<file path="src/rtl/pattern_det_param_if.sv">
// rtl/pattern_det_param_if.sv - serial bit, control and result bundle for pattern_det_param
// Optional mask_in signal present when PAT_DET_MASK_EN is defined.
interface pattern_det_param_if #(
   parameter int PAT_W = 4,
   parameter int CNT_W = 8
);
   logic             en;
   logic             x;
   logic             load;
   logic [PAT_W-1:0] pat_in;
   logic             overlap;
`ifdef PAT_DET_MASK_EN
   logic [PAT_W-1:0] mask_in;
`endif
   logic             y;
   logic [CNT_W-1:0] match_cnt;

`ifdef PAT_DET_MASK_EN
   modport master (output en, x, load, pat_in, overlap, mask_in, input y, match_cnt);
   modport slave  (input en, x, load, pat_in, overlap, mask_in, output y, match_cnt);
`else
   modport master (output en, x, load, pat_in, overlap, input y, match_cnt);
   modport slave  (input en, x, load, pat_in, overlap, output y, match_cnt);
`endif
endinterface

</file>
<file path="src/rtl/pattern_det_param.sv">
// rtl/pattern_det_param.sv - parametrised serial pattern detector with loadable pattern and match counter
// Define PAT_DET_MASK_EN to add a loadable don't-care mask.
module pattern_det_param #(
   parameter int               PAT_W   = 4,
   parameter logic [PAT_W-1:0] PATTERN = 4'b1101,
   parameter int               CNT_W   = 8
) (
   input logic               clk,
   input logic               rst,
   pattern_det_param_if.slave bus
);
   localparam int             FW   = $clog2(PAT_W + 1);
   localparam logic [FW-1:0]  FULL = FW'(PAT_W);

   logic [PAT_W-1:0] pat;
   logic [PAT_W-1:0] hist;
   logic [FW-1:0]    fill;
   logic             y_q;
   logic [CNT_W-1:0] cnt_q;
`ifdef PAT_DET_MASK_EN
   logic [PAT_W-1:0] mask;
`endif

   logic [PAT_W-1:0] nh;
   logic [FW-1:0]    nf;
   logic             match;

   always_comb begin
      nh = {hist[PAT_W-2:0], bus.x};
      nf = (fill == FULL) ? FULL : fill + FW'(1);
`ifdef PAT_DET_MASK_EN
      match = (nf == FULL) && (((nh ^ pat) & ~mask) == '0);
`else
      match = (nf == FULL) && (nh == pat);
`endif
   end

   always_ff @(posedge clk) begin
      if (rst) begin
         pat   <= PATTERN;
         hist  <= '0;
         fill  <= '0;
         y_q   <= 1'b0;
         cnt_q <= '0;
`ifdef PAT_DET_MASK_EN
         mask  <= '0;
`endif
      end else if (bus.load) begin
         // the x sample of a load cycle is dropped even when en is high
         pat  <= bus.pat_in;
         hist <= '0;
         fill <= '0;
         y_q  <= 1'b0;
`ifdef PAT_DET_MASK_EN
         mask <= bus.mask_in;
`endif
      end else if (bus.en) begin
         hist <= nh;
         y_q  <= match;
         // non-overlapping mode restarts the fill so matched bits cannot be reused
         fill <= (match && !bus.overlap) ? '0 : nf;
         if (match && (cnt_q != '1))
            cnt_q <= cnt_q + CNT_W'(1);
      end else begin
         y_q <= 1'b0;
      end
   end

   assign bus.y         = y_q;
   assign bus.match_cnt = cnt_q;
endmodule

</file>
<file path="src/flat_wrapper.sv">
// flat-port wrapper written by rule: the top's interface ports become plain ports
module pattern_det_param_flat 
#(
   parameter int               PAT_W   = 4,
   parameter logic [PAT_W-1:0] PATTERN = 4'b1101,
   parameter int               CNT_W   = 8
)
  (clk, rst, bus_en, bus_x, bus_load, bus_pat_in, bus_overlap, bus_y, bus_match_cnt);
  pattern_det_param_if #(.PAT_W(PAT_W), .CNT_W(CNT_W)) bus_i ();
  input logic clk;
  input logic rst;
  input wire logic [$bits(bus_i.en)-1:0] bus_en;
  input wire logic [$bits(bus_i.x)-1:0] bus_x;
  input wire logic [$bits(bus_i.load)-1:0] bus_load;
  input wire logic [$bits(bus_i.pat_in)-1:0] bus_pat_in;
  input wire logic [$bits(bus_i.overlap)-1:0] bus_overlap;
  output wire logic [$bits(bus_i.y)-1:0] bus_y;
  output wire logic [$bits(bus_i.match_cnt)-1:0] bus_match_cnt;
  assign bus_i.en = bus_en;
  assign bus_i.x = bus_x;
  assign bus_i.load = bus_load;
  assign bus_i.pat_in = bus_pat_in;
  assign bus_i.overlap = bus_overlap;
  assign bus_y = bus_i.y;
  assign bus_match_cnt = bus_i.match_cnt;
  pattern_det_param #(.PAT_W(PAT_W), .PATTERN(PATTERN), .CNT_W(CNT_W)) u_core (.clk(clk), .rst(rst), .bus(bus_i));
endmodule
</file>
<file path="config.mk">
export PLATFORM = sky130hd
export DESIGN_NAME = pattern_det_param_flat
export DESIGN_NICKNAME = d
export VERILOG_FILES = /design/src/rtl/pattern_det_param_if.sv /design/src/rtl/pattern_det_param.sv /design/src/flat_wrapper.sv
export SDC_FILE = /design/constraint.sdc
export NUM_CORES = 1
export LEC_CHECK = 0
export BUFFER_PORTS_ARGS = -buffer_cell sky130_fd_sc_hd__buf_2
export CAP_MARGIN = 10
export CORE_MARGIN = 2
export CORE_UTILIZATION = 47
export DETAILED_ROUTE_END_ITERATION = 16
export PLACE_DENSITY = 0.73
export SYNTH_ARGS = -nofsm -noshare
export SYNTH_HDL_FRONTEND = slang
export SYNTH_SLANG_ARGS = --single-unit
</file>
<file path="constraint.sdc">
create_clock -name clk -period 1.8 [get_ports clk]
set_input_delay 0 -clock clk [delete_from_list [all_inputs] [get_ports clk]]
set_output_delay 0 -clock clk [all_outputs]
set_load 0.005 [all_outputs]
</file>
==> qor.yml <==
die_x_um: 48.1
die_h_um: 48.1
start_util_pct: 51.2
cts.reportedPaths.clkPinSlew_ns: 0.11
gp_congestion: 0.781
outcome: "finished with violations"
port_buffers: 18
end_kind: "flop"
grt_usage_pct: 20.5
crit_path_max_fanout: 6
grt_use_met2_pct: 33.9
areaGrowthSynthToFinish_pct: 36.8
grt_pass1_vias: 840
netlist_area_sq_um: 912
clock_sinks: 19
grt_max_degree: 15
synth_common_cells: "dfxtp_1, a21oi_1, nor2_1"
fmax_ghz: 0.524
wl_um: 2230
root_buffer: "clkbuf_4"
antenna_found_initial: 0
ff2ff_setup_slack_ns: -0.11
rr_endpoint: "u_core.bus.match_cnt[0]"
post_cts_buffers: 0
cp.required_ns: 2.04
layoutNonFillerInstCount: 164
clock_latency_ns: 0.30
boundaryPins: 19
synth_area_per_cell_sq_um: 9.12
synth.most_common_cell: "dfxtp_1"
ys_seq_area_share_pct: 41.7
power_density_mw_per_mm2: 580
period_needed_ns: 1.91
fin_nets: 153
hp-class: "in2reg"
ys_ff_latch: 19
maxCapViolCount: 0
synth_area_leaders: "dfxtp_1, mux2i_1, a21oi_1"
p_leak_nw: 0.513
core_sq_mm: 0.00178
place_inst: 153
antennaDiodeCount: 0
netlist_instances: 100
period_share_pct: 106
rsz0062_at_grt: "yes"
synth_top_area_share_pct: 41.7
clk_path_buf_depth: 2
synthDistinctLibCells: 30
hold_viol: 0
tns_ns: -0.539
hpwl_um: 1480
via_count: 905
final_area_sq_mm: 0.00125
cts_tree: "done"
violations: "setup timing"
syn_nets: 113
layout-drive-gt1-share_pct: 35.3
busiest_layer: "met2"
ant_nets: 0
worstSetupPathType: "reg2reg"
met3_usage_pct: 3.40
synthFlopType: "dfxtp_1"
ir_drop_uv: 570
drtIter0Drc: 30
rows: 15
slew_headroom_pct: 78.4
fill_cells: 137
whs_path_depth: 3
avgRoutedWirePerCell_um: 13.6
htree_num_levels: 1
reg2reg_depth: 8
placed_area_sq_mm: 0.00112
finalClockSkew_ns: 0.00351
start_kind: "flop"
use_met1_pct: 25.2
timing.rr.start: "u_core.fill[0]"
die_area_sq_mm: 0.00231
hold_ws_ns: 0.0000735
setup_violations: 7
grt_pass1_wl_um: 3280
post-route-util_pct: 70.0
hold_start: "bus_overlap"
worstMarginPinSlew_ns: 0.322
drc_errors: 0
slew_violations: 0
yosys_warnings: 0
synth-async-reset-ratio_pct: 0
synth_edf_count: 0
overflow: 0
drtPass1Iterations: 4
path_cells: "inv_2 > ha_4 > nand3b_1 > o211ai_1 > or3b_4 > buf_4 > or3_1 > a21oi_2"
cts_made_buffers: 3
cpPeakStageDelay_ns: 0.44
fin_ws_ns: -0.107
routed_via_density: 5.52
cp_slowest_cell: "or3b_4"
hold_path_end: "u_core.fill[2]"
yosys.area.top_type: "dfxtp_1"
worstPathArrival_ns: 2.15
## critical path, delay by kind of cell, from the launching register on
kind,cells,cell delay (ns)
buffers and inverters,2,0.24
AND/OR/NAND/NOR,3,0.85
adder cells (fa/ha/maj),1,0.13
flip-flops,1,0.35
AO/OA/AOI/OAI,2,0.27
## where the power goes
part / internal, mW / switching, mW / leakage (nW)
Clock: 0.0863 / 0.131 / 0.0150
Combinational: 0.0370 / 0.0340 / 0.343
Sequential: 0.429 / 0.00656 / 0.155
Total: 0.552 / 0.172 / 0.513
## flip-flops by register name, indices dropped and copies added (netlist names)
name	flops
u_core.hist	3
u_core.bus.match_cnt	8
u_core.pat	4
u_core.fill	3
u_core.bus.y	1
## through the flow
stage	setup slack, ns	total power [mW]
6_report	-0.107	0.724
5_1_grt	-0.222	0.757
2_1_floorplan	-0.0493	0.480
3_3_place_gp	-0.0957	0.498
4_1_cts	-0.120	0.727
3_5_place_dp	-0.168	0.501
## area by class of cell
class	count	area, sq um	area share [%]
Tap cell	25	31.3	2.51
Multi-Input combinational cell	73	528	42.3
Inverter	4	15.0	1.20
Sequential cell	19	383	30.7
Clock buffer	4	26.3	2.11
Timing Repair Buffer	39	264	21.2
## per-layer routing
layer / share of wire [%] / up-vias
li1: - / 446
met1: 45 / 424
met2: 50 / 33
met3: 4.3 / 2
met4: 0.67 / 0
met5: 0 / -
## worst max-delay path by stage
stage	from	to	slack, ns
floorplan	u_core.fill[0]	u_core.bus.match_cnt[5]	-0.05
global placement	u_core.fill[0]	u_core.bus.match_cnt[5]	-0.1
detailed placement	u_core.fill[0]	u_core.bus.match_cnt[5]	-0.17
CTS	u_core.fill[0]	u_core.bus.match_cnt[6]	-0.12
global route	u_core.fill[0]	u_core.bus.match_cnt[0]	-0.22
finish	u_core.fill[0]	u_core.bus.match_cnt[0]	-0.11
## placed cells by master (no fill, tap or decap), types with 3 or more instances in the layout
master and instances:
nor2_1 9, or4_1 5, inv_1 3, nand2_1 4, a211o_1 3, dfxtp_1 17, o31ai_1 5, xor2_1 4
buf_2 18, clkbuf_4 3, dlygate4sd3_1 5, mux2i_1 6, buf_4 15, nor2b_1 4, a21oi_1 8
## cells by family (layout without fill, tap and decap cells)
| kind of cell | count (synthesis) | after routing | synth area share [%] |
|---|---|---|---|
| muxes | 7 | 7 | 7.82 |
| xor gates and xnor gates | 4 | 4 | 3.84 |
| adders and majority gates | 3 | 3 | 4.12 |
| buffers and inverters | 10 | 47 | 5.49 |
| DFF | 19 | 19 | 41.7 |
| AOI/OAI and AO/OA | 21 | 21 | 14.7 |
| and+or+nand+nor | 36 | 38 | 22.4 |
## what timing repair did
| item | in CTS | in global routing |
|---|---|---|
| hold buffers | 5 | 0 |
| pin swaps | 2 | 2 |
| setup endpoints to repair | 8 | 8 |
| resized for setup | 3 | 7 |
| endpoints found under the hold margin | 5 | 0 |
| gates cloned | 1 | 1 |
(Power assumes the default switching activity.)
